$ cat src/rtl/pipeline_pkg.sv
// Shared types for the RV32I pipeline sequencing logic.
// Latency: n/a (types and constants only).
// Backpressure: n/a.
//
// Contents: register-index and boolean types, the hazard FSM state
// encoding (also exported on state_dbg), the x0 constant and the
// default squash length after a taken jump.
package pipeline_pkg;

    typedef logic [4:0] reg_id_t;
    typedef logic       bool_t;

    // Encoding is visible on state_dbg, so the values are fixed.
    typedef enum logic [1:0] {
        ST_RUN      = 2'd0,
        ST_RAW      = 2'd1,
        ST_FLUSH    = 2'd2,
        ST_MEM_WAIT = 2'd3
    } hazard_state_t;

    localparam reg_id_t REG_ZERO         = 5'd0;
    localparam int      FLUSH_CYCLES_DEF = 2;

endpackage

$ cat src/rtl/hazard_controller_if.sv
// Decode-side bundle between the pipeline and the hazard controller.
// Latency: n/a (wires only).
// Backpressure: n/a; the controls carried here are themselves the pipeline's stall signals.
//
// master: the pipeline (drives decode info, jump, mem_busy; receives controls).
// slave : the hazard controller.
interface hazard_controller_if
    import pipeline_pkg::*;
#(
    parameter int CNT_W = 16
) ();

    bool_t              dec_valid;
    reg_id_t            dec_rs1_idx;
    bool_t              dec_rs1_used;
    reg_id_t            dec_rs2_idx;
    bool_t              dec_rs2_used;
    reg_id_t            dec_rd_idx;
    bool_t              dec_reg_write;
    bool_t              ex_jump_taken;
    bool_t              mem_busy;

    bool_t              stall_fetch;
    bool_t              stall_decode;
    bool_t              bubble_ex;
    bool_t              flush;
    logic [1:0]         state_dbg;
    logic [CNT_W-1:0]   stall_count;

    modport master (
        output dec_valid, dec_rs1_idx, dec_rs1_used, dec_rs2_idx, dec_rs2_used,
               dec_rd_idx, dec_reg_write, ex_jump_taken, mem_busy,
        input  stall_fetch, stall_decode, bubble_ex, flush, state_dbg, stall_count
    );

    modport slave (
        input  dec_valid, dec_rs1_idx, dec_rs1_used, dec_rs2_idx, dec_rs2_used,
               dec_rd_idx, dec_reg_write, ex_jump_taken, mem_busy,
        output stall_fetch, stall_decode, bubble_ex, flush, state_dbg, stall_count
    );

endinterface

$ cat src/rtl/hazard_scoreboard.sv
// In-flight destination-register tracker (entry 0 = EX) with RAW match.
// Latency: raw_hit_o is combinational; insertions become visible the cycle after.
// Backpressure: holds all entries while advance_i is low.
//
// Ports: clk/rst_n; advance_i, insert_valid_i, insert_rd_i (shift-in);
// rs1/rs2 index + used query (callers gate "used" with decode valid);
// raw_hit_o when any valid entry matches a used, non-x0 source.
module hazard_scoreboard
    import pipeline_pkg::*;
#(
    parameter int DEPTH = 3
) (
    input  logic    clk,
    input  logic    rst_n,
    input  bool_t   advance_i,
    input  bool_t   insert_valid_i,
    input  reg_id_t insert_rd_i,
    input  reg_id_t rs1_idx_i,
    input  bool_t   rs1_used_i,
    input  reg_id_t rs2_idx_i,
    input  bool_t   rs2_used_i,
    output bool_t   raw_hit_o
);

    logic [DEPTH-1:0] vld_q;
    reg_id_t          rd_q [DEPTH];

    always_ff @(posedge clk or negedge rst_n) begin
        if (!rst_n) begin
            vld_q <= '0;
            for (int i = 0; i < DEPTH; i++) rd_q[i] <= REG_ZERO;
        end else if (advance_i) begin
            vld_q[0] <= insert_valid_i;
            rd_q[0]  <= insert_rd_i;
            for (int i = 1; i < DEPTH; i++) begin
                vld_q[i] <= vld_q[i-1];
                rd_q[i]  <= rd_q[i-1];
            end
        end
    end

    // x0 is hard-wired, so a read of it can never depend on a writer.
    always_comb begin
        raw_hit_o = 1'b0;
        for (int i = 0; i < DEPTH; i++) begin
            if (vld_q[i] &&
                ((rs1_used_i && rs1_idx_i != REG_ZERO && rs1_idx_i == rd_q[i]) ||
                 (rs2_used_i && rs2_idx_i != REG_ZERO && rs2_idx_i == rd_q[i])))
                raw_hit_o = 1'b1;
        end
    end

endmodule

$ cat src/rtl/hazard_controller.sv
// Pipeline sequencing: RAW stall/bubble, post-jump squash, memory freeze.
// Latency: controls respond in the same cycle as their inputs.
// Backpressure: mem_busy freezes scoreboard, FSM and flush counter in place.
//
// Ports: clk, rst_n (async, active-low) and a slave hazard_controller_if
// carrying decode info, ex_jump_taken, mem_busy in and stall_fetch,
// stall_decode, bubble_ex, flush, state_dbg, stall_count out.
module hazard_controller
    import pipeline_pkg::*;
#(
    parameter int DEPTH        = 3,
    parameter int FLUSH_CYCLES = FLUSH_CYCLES_DEF,
    parameter int CNT_W        = 16
) (
    input  logic                clk,
    input  logic                rst_n,
    hazard_controller_if.slave  hz
);

    localparam int FC_W = $clog2(FLUSH_CYCLES + 1);
    // The jump cycle itself is the first squash cycle, so the counter
    // holds the squash cycles still owed after it.
    localparam logic [FC_W-1:0] FLUSH_RELOAD = FC_W'(FLUSH_CYCLES - 1);

    hazard_state_t    state_q, state_d, saved_q, saved_d, eff_state;
    logic [FC_W-1:0]  flush_cnt_q, flush_cnt_d;
    logic [CNT_W-1:0] stall_cnt_q;
    bool_t            raw_hit, squash, insert_valid;
    bool_t            stall_fetch, stall_decode, bubble_ex, flush;

    hazard_scoreboard #(.DEPTH(DEPTH)) u_scoreboard (
        .clk            (clk),
        .rst_n          (rst_n),
        .advance_i      (!hz.mem_busy),
        .insert_valid_i (insert_valid),
        .insert_rd_i    (hz.dec_rd_idx),
        .rs1_idx_i      (hz.dec_rs1_idx),
        .rs1_used_i     (hz.dec_valid && hz.dec_rs1_used),
        .rs2_idx_i      (hz.dec_rs2_idx),
        .rs2_used_i     (hz.dec_valid && hz.dec_rs2_used),
        .raw_hit_o      (raw_hit)
    );

    // The cycle mem_busy drops, behave as the state frozen on entry so
    // the pending squash resumes without an extra stall cycle.
    assign eff_state = (state_q == ST_MEM_WAIT) ? saved_q : state_q;

    // A taken jump outranks a RAW hazard: the hazarding instruction is
    // on the wrong path and is squashed anyway.
    assign squash = !hz.mem_busy && (hz.ex_jump_taken || eff_state == ST_FLUSH);

    assign stall_fetch  = hz.mem_busy || (!squash && raw_hit);
    assign stall_decode = hz.mem_busy;
    assign bubble_ex    = !hz.mem_busy && (squash || raw_hit);
    assign flush        = squash;

    assign insert_valid = hz.dec_valid && hz.dec_reg_write && hz.dec_rd_idx != REG_ZERO &&
                          !stall_decode && !bubble_ex && !flush;

    always_comb begin
        state_d     = state_q;
        saved_d     = saved_q;
        flush_cnt_d = flush_cnt_q;
        if (hz.mem_busy) begin
            // A jump seen here is ignored; execute re-presents it later.
            state_d = ST_MEM_WAIT;
            saved_d = eff_state;
        end else if (hz.ex_jump_taken) begin
            flush_cnt_d = FLUSH_RELOAD;
            state_d     = (FLUSH_CYCLES > 1) ? ST_FLUSH : ST_RUN;
        end else if (eff_state == ST_FLUSH) begin
            flush_cnt_d = flush_cnt_q - FC_W'(1);
            state_d     = (flush_cnt_q == FC_W'(1)) ? ST_RUN : ST_FLUSH;
        end else if (raw_hit) begin
            state_d = ST_RAW;
        end else begin
            state_d = ST_RUN;
        end
    end

    always_ff @(posedge clk or negedge rst_n) begin
        if (!rst_n) begin
            state_q     <= ST_RUN;
            saved_q     <= ST_RUN;
            flush_cnt_q <= '0;
            stall_cnt_q <= '0;
        end else begin
            state_q     <= state_d;
            saved_q     <= saved_d;
            flush_cnt_q <= flush_cnt_d;
            if ((stall_decode || bubble_ex) && stall_cnt_q != {CNT_W{1'b1}})
                stall_cnt_q <= stall_cnt_q + CNT_W'(1);
        end
    end

    assign hz.stall_fetch  = stall_fetch;
    assign hz.stall_decode = stall_decode;
    assign hz.bubble_ex    = bubble_ex;
    assign hz.flush        = flush;
    assign hz.state_dbg    = state_q;
    assign hz.stall_count  = stall_cnt_q;

endmodule
$ cat src/flat_wrapper.sv
// flat-port wrapper written by rule: the top's interface ports become plain ports
module hazard_controller_flat import pipeline_pkg::*;
#(
    parameter int DEPTH        = 3,
    parameter int FLUSH_CYCLES = FLUSH_CYCLES_DEF,
    parameter int CNT_W        = 16
)
  (clk, rst_n, hz_dec_valid, hz_dec_rs1_idx, hz_dec_rs1_used, hz_dec_rs2_idx, hz_dec_rs2_used, hz_dec_rd_idx, hz_dec_reg_write, hz_ex_jump_taken, hz_mem_busy, hz_stall_fetch, hz_stall_decode, hz_bubble_ex, hz_flush, hz_state_dbg, hz_stall_count);
  hazard_controller_if #(.CNT_W(CNT_W)) hz_i ();
  input  logic clk;
  input  logic rst_n;
  input wire logic [$bits(hz_i.dec_valid)-1:0] hz_dec_valid;
  input wire logic [$bits(hz_i.dec_rs1_idx)-1:0] hz_dec_rs1_idx;
  input wire logic [$bits(hz_i.dec_rs1_used)-1:0] hz_dec_rs1_used;
  input wire logic [$bits(hz_i.dec_rs2_idx)-1:0] hz_dec_rs2_idx;
  input wire logic [$bits(hz_i.dec_rs2_used)-1:0] hz_dec_rs2_used;
  input wire logic [$bits(hz_i.dec_rd_idx)-1:0] hz_dec_rd_idx;
  input wire logic [$bits(hz_i.dec_reg_write)-1:0] hz_dec_reg_write;
  input wire logic [$bits(hz_i.ex_jump_taken)-1:0] hz_ex_jump_taken;
  input wire logic [$bits(hz_i.mem_busy)-1:0] hz_mem_busy;
  output wire logic [$bits(hz_i.stall_fetch)-1:0] hz_stall_fetch;
  output wire logic [$bits(hz_i.stall_decode)-1:0] hz_stall_decode;
  output wire logic [$bits(hz_i.bubble_ex)-1:0] hz_bubble_ex;
  output wire logic [$bits(hz_i.flush)-1:0] hz_flush;
  output wire logic [$bits(hz_i.state_dbg)-1:0] hz_state_dbg;
  output wire logic [$bits(hz_i.stall_count)-1:0] hz_stall_count;
  assign hz_i.dec_valid = hz_dec_valid;
  assign hz_i.dec_rs1_idx = hz_dec_rs1_idx;
  assign hz_i.dec_rs1_used = hz_dec_rs1_used;
  assign hz_i.dec_rs2_idx = hz_dec_rs2_idx;
  assign hz_i.dec_rs2_used = hz_dec_rs2_used;
  assign hz_i.dec_rd_idx = hz_dec_rd_idx;
  assign hz_i.dec_reg_write = hz_dec_reg_write;
  assign hz_i.ex_jump_taken = hz_ex_jump_taken;
  assign hz_i.mem_busy = hz_mem_busy;
  assign hz_stall_fetch = hz_i.stall_fetch;
  assign hz_stall_decode = hz_i.stall_decode;
  assign hz_bubble_ex = hz_i.bubble_ex;
  assign hz_flush = hz_i.flush;
  assign hz_state_dbg = hz_i.state_dbg;
  assign hz_stall_count = hz_i.stall_count;
  hazard_controller #(.DEPTH(DEPTH), .FLUSH_CYCLES(FLUSH_CYCLES), .CNT_W(CNT_W)) u_core (.clk(clk), .rst_n(rst_n), .hz(hz_i));
endmodule
$ cat config.mk
export PLATFORM = sky130hd
export DESIGN_NAME = hazard_controller_flat
export DESIGN_NICKNAME = d
export VERILOG_FILES = /design/src/rtl/pipeline_pkg.sv /design/src/rtl/hazard_controller_if.sv /design/src/rtl/hazard_scoreboard.sv /design/src/rtl/hazard_controller.sv /design/src/flat_wrapper.sv
export SDC_FILE = /design/constraint.sdc
export NUM_CORES = 1
export LEC_CHECK = 0
export BUFFER_PORTS_ARGS = -buffer_cell sky130_fd_sc_hd__buf_2
export CAP_MARGIN = 20
export CORE_MARGIN = 3
export CORE_UTILIZATION = 32
export DETAILED_ROUTE_END_ITERATION = 6
export PLACE_DENSITY = 0.54
export SYNTH_ARGS = -nofsm -noshare
export SYNTH_HDL_FRONTEND = slang
export SYNTH_SLANG_ARGS = --single-unit
$ cat constraint.sdc
create_clock -name clk -period 4.5 [get_ports clk]
set_input_delay 0.9 -clock clk [delete_from_list [all_inputs] [get_ports clk]]
set_output_delay 0.9 -clock clk [all_outputs]
set_load 0.02 [all_outputs]
# Yosys cells after proc, flatten, opt, wreduce, memory -nomap -nowiden
# Index checks and enable logic that the tools add are counted.
[classes]
add_sub_neg = 2
eq_ne = 10
n_mux = 11
bitwise_logic = 1
reduce_logical = 37
[op_table]
columns = ["op", "n"]
rows = [
  ["$eq 5x5->1", 6],
  ["$logic_and 1x1->1", 22],
  ["$add 16x1->16 const B", 1],
  ["$ne 16x16->1 const B", 1],
  ["$reduce_bool 5->1", 3],
  ["$mux 2", 7],
  ["$logic_or 1x1->1", 7],
  ["$eq 2x2->1 const B", 2],
  ["$mux 1", 4],
  ["$logic_not 1->1", 3],
  ["$eq 2x1->1 const B", 1],
  ["$reduce_and 2->1", 1],
  ["$reduce_bool 2->1", 1],
  ["$sub 2x1->2 const B", 1],
  ["$not 1->1", 1],
]
[word_totals]
reg_bits = 40
input_bits = 23
out_inout_bits = 22
word_cells = 69

# Longest topological paths before layout
# Gate-level depths: netlist (run 1).
[logic_depth]
ltp_word = 13
depth_mapped = 8
mapped_depth_nobuf = 7

# Modules after synthesis
# From an unflattened synthesis (run 1), not the netlist that was laid out.
[unflattened]
hier_cells = 198
hier_area_um2 = 2209.6
[by_module_without_submodules]
columns = ["module", "instances", "cells_per_inst", "area_per_inst_um2", "seq_area_each_um2"]
rows = [
  ["hazard_controller", 1, 112, 1169.9, 550.5],
  ["hazard_scoreboard", 1, 86, 1039.7, 450.4],
]

# Worst setup path after synthesis (run 1)
# OpenSTA, ideal clock, no wires.
[synth_path]
path_kind = "in2out"
startpoint = "input port hz_dec_rs2_idx[4]"
endpoint = "output port hz_stall_fetch"
t_arrival_ns = 2.140
required_ns = 3.600
setup_slack_ns = 1.460
path_stages = 7
path_buffers = 0
path_cell_list = "xor2_1 > nor4_1 > nand3_1 > and3_4 > o22ai_1 > nor2_1 > nor2_1"
[synth_between]
elab_chain_cells = 10
[synth_lines]
columns = ["item", "line", "source"]
rows = [
  ["start, declared", "flat_wrapper.sv:15", "input wire logic [$bits(hz_i.dec_rs2_idx)-1:0] hz_dec_rs2_idx;"],
  ["$reduce_bool 5->1", "hazard_scoreboard.sv:48", "(rs2_used_i && rs2_idx_i != REG_ZERO && rs2_idx_i == rd_q[i])))"],
  ["$logic_and 1x1->1 (2 in series)", "hazard_scoreboard.sv:48", ""],
  ["$logic_or 1x1->1", "hazard_scoreboard.sv:47", "((rs1_used_i && rs1_idx_i != REG_ZERO && rs1_idx_i == rd_q[i]) ||"],
  ["$logic_and 1x1->1", "hazard_scoreboard.sv:46", "if (vld_q[i] &&"],
  ["$mux 1 (2 in series)", "hazard_scoreboard.sv:46", ""],
  ["$mux 1 *", "hazard_scoreboard.sv:46", ""],
  ["$logic_and 1x1->1 *", "hazard_controller.sv:52", "assign stall_fetch = hz.mem_busy || (!squash && raw_hit);"],
  ["$logic_or 1x1->1 *", "hazard_controller.sv:52", ""],
  ["end, declared", "flat_wrapper.sv:21", "output wire logic [$bits(hz_i.stall_fetch)-1:0] hz_stall_fetch;"],
]
# Every way passes the cells marked *; elsewhere a longest branch is shown, timed or not.

# Worst setup path after layout (run 1)
[layout_path]
startpoint = "input port hz_dec_rs1_idx[1]"
endpoint = "output port hz_stall_fetch"
[layout_between]
elab_chain_cells = 10
[layout_lines]
columns = ["item", "line", "source"]
rows = [
  ["start, declared", "flat_wrapper.sv:13", "input wire logic [$bits(hz_i.dec_rs1_idx)-1:0] hz_dec_rs1_idx;"],
  ["$reduce_bool 5->1", "hazard_scoreboard.sv:47", ""],
  ["$logic_and 1x1->1 (2 in series)", "hazard_scoreboard.sv:47", ""],
  ["$logic_or 1x1->1", "hazard_scoreboard.sv:47", ""],
  ["$logic_and 1x1->1", "hazard_scoreboard.sv:46", ""],
  ["$mux 1 (2 in series)", "hazard_scoreboard.sv:46", ""],
  ["$mux 1 *", "hazard_scoreboard.sv:46", ""],
  ["$logic_and 1x1->1 *", "hazard_controller.sv:52", ""],
  ["$logic_or 1x1->1 *", "hazard_controller.sv:52", ""],
]
# Marked as above.

==> flow_summary.ini, run 1 <==
[setup_path]
critical_path_depth = 7
crit_type = input pin to output port
start_kind = input pin
path_delay_family = simple AND/OR/NAND/NOR gates
reg2reg_depth = 7
slowest_stage = or4_1
path_cells = buf_2 -> or4_1 -> o211ai_1 -> o22ai_1 -> nor2_1 -> nor2_1 -> buf_2
max_stage_delay_ns = 0.56
critical_path_buf_inv_count = 2
crit_fanout = 4
cp-end-kind = output port
worst_ep_required_time_ns = 3.60
worstPathArrival_ns = 2.50

[clock_network]
cts.sinks = 40
cts_root_buffer = clkbuf_8
cts_tree = built
clockBufferDepth = 2
cts_hold_buf = 0
clk_latency_ns = 0.29
clk_pin_slew_ns = 0.07
cts_setup_buffers = 0
cts_resized = 0
htree_levels = 2
cts_buffers = 5

[logic_synthesis]
ys_seq_elements = 40
synth_top_area_share_pct = 45.7
synth.distinct_cells = 39
syn_area_um2 = 2190
netlist_instances = 198
yosys_warnings = 0
yosys.area.top_type = dfrtp_1
syn_nets = 223
async_flop_share_pct = 100
seq_area_frac_synth_pct = 45.7
synth.area.top_cells = dfrtp_1 (46%), xor2_1 (10%), mux2_2 (8.7%)
post_synth.cell_area_avg_um2 = 11.1
synth_flop_cell = dfrtp_1
synth_edf_count = 0

[detailed_routing]
vias = 1602
drtAntennaViolNets = 0
drt_wl_total_um = 4710
routedWlPerCell_um = 14.7
first_pass_iters = 4
routed_via_density = 4.99
drc = 0
drtIter0Drc = 51

[floorplan]
start_util_pct = 33.7
rows = 29
io_pins = 45
fp.dieW_um = 88.7
core_um2 = 6490
die_h_um = 88.7
die-area_um2 = 7870

[timing]
finalHoldViolCount = 0
setup_violations = 0
layout_setup_ws_ns = 1.10
skew_ns = 0.00677
relSlewSlack_pct = 39.8
min_period_ns = 3.40
tightest_slew_ns = 0.903
drv_slew = 0
fmax_mhz = 294
fin_crit_sh_pct = 75.5
fin_hold_ws_ns = 0.488
rsz0062_at_grt = no
tns_ns = 0

[final_layout]
drive_gt1_share_pct = 31.1
fin_util_pct = 39.4
final_common_cell = buf_2
n_antenna_cell = 0
mostFrequentLayoutCells = buf_2 (44), dfrtp_1 (40), xor2_1 (25), xnor2_1 (18), mux2_2 (17)
final_nets = 268
synthToLayoutAreaGrowth_pct = 17.0

[power_and_ir_drop]
p_leak_nw = 1.13
powerDensity_nw_per_um2 = 406
p_total_mw = 1.04
peakVddDrop_uv = 285

[global_route]
antenna_found_initial = 0
grt.overflow.total = 0
gr-usage-all-layers_pct = 13.2
grt_pass1_vias = 1581
grt_start_max_net_pins = 41
grt_pass1_wl_um = 7860

[status]
outcome = finished, final reports clean

[worst_hold_path]
worstHoldPathType = flop to flop
hold_depth = 1

[placement]
dpl.hpwl_um = 3560
portBuffers = 44
dp_slack_ns = 1.08
globalplace.congestion = 0.822

[run]
cap_violations = 0
## path summary, 6_finish.rpt
path,start,to,slack (ns)
worst max-delay path,hz_dec_rs1_idx[1],hz_stall_fetch,1.10
worst min-delay path,u_core.hz.stall_count[5],u_core.hz.stall_count[5],0.49
min in group asynchronous,rst_n,u_core.u_scoreboard.rd_q[2],0.72
max in group asynchronous,rst_n,u_core.hz.stall_count[3],3.20
worst max register to register,u_core.u_scoreboard.rd_q[14],u_core.hz.stall_count[12],2.12
worst min register to register,u_core.hz.stall_count[5],u_core.hz.stall_count[5],0.49
## registers in the layout, indices dropped and copies added (netlist names)
| register | count |
|---|---|
| u_core.flush_cnt_q | 2 |
| u_core.u_scoreboard.rd_q | 15 |
| u_core.u_scoreboard.vld_q | 3 |
| u_core.hz.stall_count | 16 |
| u_core.saved_q | 2 |
| u_core.hz.state_dbg | 2 |
## synthesized netlist by cell type, types with 2 or more instances
master / number
dfrtp_1: 40
xor2_1: 25
xnor2_1: 18
mux2_2: 17
nand3_1: 14
nor2_1: 12
nand2_1: 8
nor4_1: 6
and3_1: 4
inv_1: 4
nand4_2: 4
nor3_1: 4
nand2b_1: 3
nand4_1: 3
nor2b_1: 3
o211ai_1: 3
or4_1: 3
a21oi_1: 2
and2_1: 2
clkbuf_1: 2
ha_1: 2
o21ai_0: 2
## area by class of cell
class                   count  area [µm²]
repair buffers             44         220
fillers                   658        3930
well taps                  77        96.3
inverters                   4        15.0
multi-input cells         148        1140
flip-flops and latches     40        1000
clock buffers               8        90.1
## report_power, final
part / internal, mW / leakage (nW) / switching (mW)
Combinational: 0.133 / 0.593 / 0.164
Sequential: 0.425 / 0.496 / 0.0711
Clock: 0.125 / 0.0455 / 0.122
## kinds of logic after synthesis
group	Yosys count	synth area share, %
buf+inv	10	2.29
simple gates	71	18.9
mux	19	9.94
compound gates	13	4.80
fa+ha+maj	2	1.14
xor+xnor	43	17.2
flops	40	45.7
## layer usage
layer	GRT usage (%)	up-vias	routed length (µm)
li1	-	781	-
met1	17.7	782	2160
met2	20.4	31	2250
met3	3.17	8	230
met4	5.36	0	73
met5	0	-	0
## stage by stage
step / area [µm²] / std cells
after global placement: 2470 / 313
after CTS: 2560 / 321
after global routing: 2560 / 321
after detailed placement: 2470 / 313
after floorplan: 2190 / 198
final: 2560 / 321
No activity file was read; power rests on OpenSTA's default activity.
==> run 2: changes to the inputs <==
Clock period 4.5 ns to 3.4 ns, I/O delays scaled along.
==> run 2 against run 1 <==
- setup slack got worse by 0.66 ns
- design area unchanged
- first-iteration DRC count up 16%
- global-route usage is 0.27 points lower
- die area is the same
- critical path type unchanged
- utilization is the same
- largest cell class unchanged
==> flow_summary.ini, run 2 (synthesized netlist as in run 1, its figures left out) <==
[detailed_routing]
drt_wl_total_um = 4690
first_pass_iters = 4
routedWlPerCell_um = 14.6
drc = 0
routed_via_density = 4.95
vias = 1588
drtIter0Drc = 59
drtAntennaViolNets = 0

[power_and_ir_drop]
p_total_mw = 1.38
peakVddDrop_uv = 426
p_leak_nw = 1.13
powerDensity_nw_per_um2 = 538

[timing]
setup_violations = 0
finalHoldViolCount = 0
tns_ns = 0
tightest_slew_ns = 0.914
rsz0062_at_grt = no
min_period_ns = 2.96
layout_setup_ws_ns = 0.441
fin_crit_sh_pct = 87.0
fmax_mhz = 338
skew_ns = 0.00349
relSlewSlack_pct = 39.0
drv_slew = 0

[floorplan]
die_h_um = 88.7
core_um2 = 6490
start_util_pct = 33.7
die-area_um2 = 7870
rows = 29
io_pins = 45
fp.dieW_um = 88.7

[worst_hold_path]
worstHoldPathType = flop to flop
worst_hold_path.endpoint = u_core.hz.stall_count[5]
hold_depth = 1
min_from = u_core.hz.stall_count[5]

[setup_path]
worst_ep_required_time_ns = 2.72
reg2reg_depth = 7
timing.rr.start = u_core.u_scoreboard.rd_q[14]
cp-end-kind = output port
worstPathArrival_ns = 2.28
regToRegSetupSlack_ns = 1.03
reg2reg_to = u_core.hz.stall_count[12]
start_kind = input pin
crit_type = input pin to output port
crit_fanout = 4

[global_route]
gr-usage-all-layers_pct = 12.9
antenna_found_initial = 0
grt.overflow.total = 0
grt_pass1_wl_um = 7760
grt_pass1_vias = 1592
grt_start_max_net_pins = 41

[clock_network]
clockBufferDepth = 2
clk_latency_ns = 0.29
cts_buffers = 5
cts_hold_buf = 0
cts.sinks = 40
cts_tree = built
clk_pin_slew_ns = 0.07
cts_setup_buffers = 0
cts_resized = 0
htree_levels = 2
cts_root_buffer = clkbuf_8

[final_layout]
ff_latch_area_um2 = 1000
final_nets = 268
n_antenna_cell = 0
largest_register_ffs = 16
multi_input_area_um2 = 1140
mostFrequentLayoutCells = buf_2 (44), dfrtp_1 (40), xor2_1 (25), xnor2_1 (18), mux2_2 (17)
nFillCells = 646
drive_gt1_share_pct = 31.1
synthToLayoutAreaGrowth_pct = 17.0
final_common_cell = buf_2

[placement]
dp_slack_ns = 0.408
globalplace.congestion = 0.823
portBuffers = 44
dpl.hpwl_um = 3510

[run]
cap_violations = 0

[status]
outcome = finished, final reports clean
-- run 2: worst max-delay path: stages --
cell and delay [ns]:
buf_2 0.13, or4_1 0.55, o211ai_1 0.36, o22ai_1 0.19, nor2_1 0.16, nor2_1 0.05, buf_2 0.15
-- run 2: stage by stage --
step / cells / cell area, µm² / util, % / hold slack [ns]
floorplan: 198 / 2190 / - / 0.384
global placement: 313 / 2470 / 38.0 / 0.470
detailed placement: 313 / 2470 / 38.0 / 0.478
CTS: 321 / 2560 / 39.4 / 0.494
global route: 321 / 2560 / 39.4 / 0.517
finish: 321 / 2560 / 39.4 / 0.488
-- run 2: power by group --
part | leakage, nW | total (mW) | switching [mW] | internal, mW
combinational | 0.593 | 0.393 | 0.216 | 0.177
sequential | 0.496 | 0.658 | 0.0949 | 0.563
clock | 0.0455 | 0.327 | 0.162 | 0.166
total | 1.13 | 1.38 | 0.473 | 0.905
-- run 2: area by class of cell --
cell class	count	share of cell area [%]
inverters	4	0.586
multi-input cells	148	44.5
repair buffers	44	8.60
flip-flops and latches	40	39.1
well taps	77	3.76
clock buffers	8	3.52
-- run 2: worst max path at each step --
stage	from	end	slack, ns	cells after the start
detailed placement	hz_dec_rs1_idx[1]	hz_stall_fetch	0.41	7
CTS	hz_dec_rs1_idx[1]	hz_stall_fetch	0.40	7
floorplan	hz_dec_rs2_idx[4]	hz_stall_fetch	0.80	7
global route	hz_dec_rs1_idx[4]	hz_stall_fetch	0.28	9
global placement	hz_dec_rs1_idx[1]	hz_stall_fetch	0.42	7
finish	hz_dec_rs1_idx[1]	hz_stall_fetch	0.44	7
-- run 2: metal layers --
layer	global-route usage (%)	share of wire, %	vias up
met1	16.9	45	758
met3	4.28	5.6	9
met5	0	0	-
met2	20.0	47	35
met4	4.40	2.1	0
li1	-	-	786
==> run 3: changes to the inputs <==
Settings changed: CORE_UTILIZATION 32 to 40, PLACE_DENSITY 0.54 to 0.64, RECOVER_POWER set to 100.
==> run 3 against run 2 <==
- the flow now finishes with violations (max-capacitance violations, max-slew violations)
- setup slack improved by 0.0012 ns
- sequential cell count did not move
- first-iteration DRC count fell by 29%
- combinational power fell by 4%
- worst hold slack improved by 0.0032 ns
- sequential share of layout area rose by 0.96 points
- register-to-register slack got worse by 0.26 ns
- non-clock buffer count did not move
- critical path type unchanged
- highest routed layer unchanged
==> flow_summary.ini, run 3 (synthesized netlist as in run 1, its figures left out) <==
[timing]
min_period_ns = 2.96
skew_ns = 0.00999
tns_ns = 0
relSlewSlack_pct = -43.8
setup_violations = 0
fmax_mhz = 338
fin_hold_ws_ns = 0.492
tightest_slew_ns = 2.16
rsz0062_at_grt = no
fin_crit_sh_pct = 87.0
finalHoldViolCount = 0
layout_setup_ws_ns = 0.442
drv_slew = 41

[global_route]
grt_pass1_wl_um = 7520
grt.overflow.total = 0
antenna_found_initial = 0
grt_pass1_vias = 1609
grt_start_max_net_pins = 41
gr-usage-all-layers_pct = 14.9

[setup_path]
path_cells = clkbuf_1 -> xor2_1 -> nor4_1 -> nand3_1 -> and3_1 -> o22ai_1 -> nor2_1 -> nor2_1 -> buf_2
worst_ep_required_time_ns = 2.72
cp-end-kind = output port
worstPathArrival_ns = 2.28
critical_path_buf_inv_count = 2
cp_common_cell = nor2_1
crit_type = input pin to output port
start_kind = input pin
slowest_stage = nor4_1
crit_fanout = 4
max_stage_delay_ns = 0.37
path_delay_family = simple AND/OR/NAND/NOR gates

[power_and_ir_drop]
pwr-share-comb_pct = 27.9
powerDensity_nw_per_um2 = 542
peakVddDrop_uv = 304
internal-power_mw = 0.890
power_frac_seq_pct = 48.6
p_leak_nw = 1.05
p_sw_share_pct = 34.4
p_clk_share_pct = 23.4
p_sw_mw = 0.466

[floorplan]
fp.dieW_um = 80.0
io_pins = 45
core_um2 = 5200
start_util_pct = 42.1
rows = 26
die-area_um2 = 6400
die_h_um = 80.0

[detailed_routing]
routedWlPerCell_um = 14.0
vias = 1576
drt_wl_total_um = 4410
routed_via_density = 5.02
drc = 0
first_pass_iters = 4
drtIter0Drc = 42
drtAntennaViolNets = 0

[clock_network]
htree_levels = 2
cts.sinks = 40
cts_tree = built
clk_pin_slew_ns = 0.07
clockBufferDepth = 2
cts_buffers = 5
cts_root_buffer = clkbuf_8
cts_resized = 0
cts_setup_buffers = 0
clk_latency_ns = 0.28
cts_hold_buf = 0

[final_layout]
final_common_cell = dfrtp_1
final_nets = 268
layout.cells.non_filler = 314
largest_register_ffs = 16
mostFrequentLayoutCells = dfrtp_1 (40), clkbuf_1 (26), xor2_1 (25), buf_2 (20), xnor2_1 (18)
synthToLayoutAreaGrowth_pct = 14.2
drive_gt1_share_pct = 20.1
n_antenna_cell = 0

[run]
cap_violations = 1

[placement]
globalplace.congestion = 0.848
place_inst = 306
dp_slack_ns = 0.458
portBuffers = 44
dpl.hpwl_um = 3310

[status]
violations = max-capacitance violations, max-slew violations
outcome = finished, violations left

[worst_hold_path]
worstHoldPathType = flop to flop
==> run 3: power by group through the flow <==
stage,Clock (mW),Sequential [mW],Combinational (mW)
finish,0.318,0.659,0.379
global route,0.353,0.674,0.424
CTS,0.334,0.659,0.402
detailed placement,0,0.667,0.402
global placement,0,0.667,0.392
floorplan,0,0.707,0.222
==> run 3: metal layers <==
layer | vias to the layer above | part of all wire, % | track usage (%) | routed length, µm
met2 | 27 | 46 | 22.6 | 2050
met5 | - | 0 | 0 | 0
met1 | 757 | 49 | 20.7 | 2170
met4 | 0 | 1.3 | 5.91 | 58
li1 | 785 | - | - | -
met3 | 7 | 2.9 | 2.93 | 127
==> run 3: path summary, 6_finish.rpt <==
check	slack (ns)	endpoint	from	cells past startpoint
max	0.44	hz_stall_fetch	hz_dec_rs1_idx[4]	9
min reg2reg	0.49	u_core.hz.stall_count[9]	u_core.hz.stall_count[9]	1
min	0.49	u_core.hz.stall_count[9]	u_core.hz.stall_count[9]	1
max in group asynchronous	1.14	u_core.u_scoreboard.rd_q[2]	rst_n	1
max reg2reg	0.77	u_core.hz.stall_count[1]	u_core.u_scoreboard.rd_q[14]	7
min in group asynchronous	1.03	u_core.hz.stall_count[10]	rst_n	1
==> run 3: area by class of cell <==
class | count | area [µm²]
clock buffers | 8 | 90.1
well taps | 70 | 87.6
fillers | 521 | 2710
inverters | 4 | 15.0
flip-flops and latches | 40 | 1000
repair buffers | 44 | 190
multi-input cells | 148 | 1120
==> run 3: metrics by stage <==
stage	total power [mW]	instance area [µm²]	util [%]
5_1_grt	1.45	2500	48.0
4_1_cts	1.39	2550	49.0
2_1_floorplan	0.929	2190	-
3_5_place_dp	1.07	2460	47.3
6_report	1.36	2500	48.0
3_3_place_gp	1.06	2460	47.3
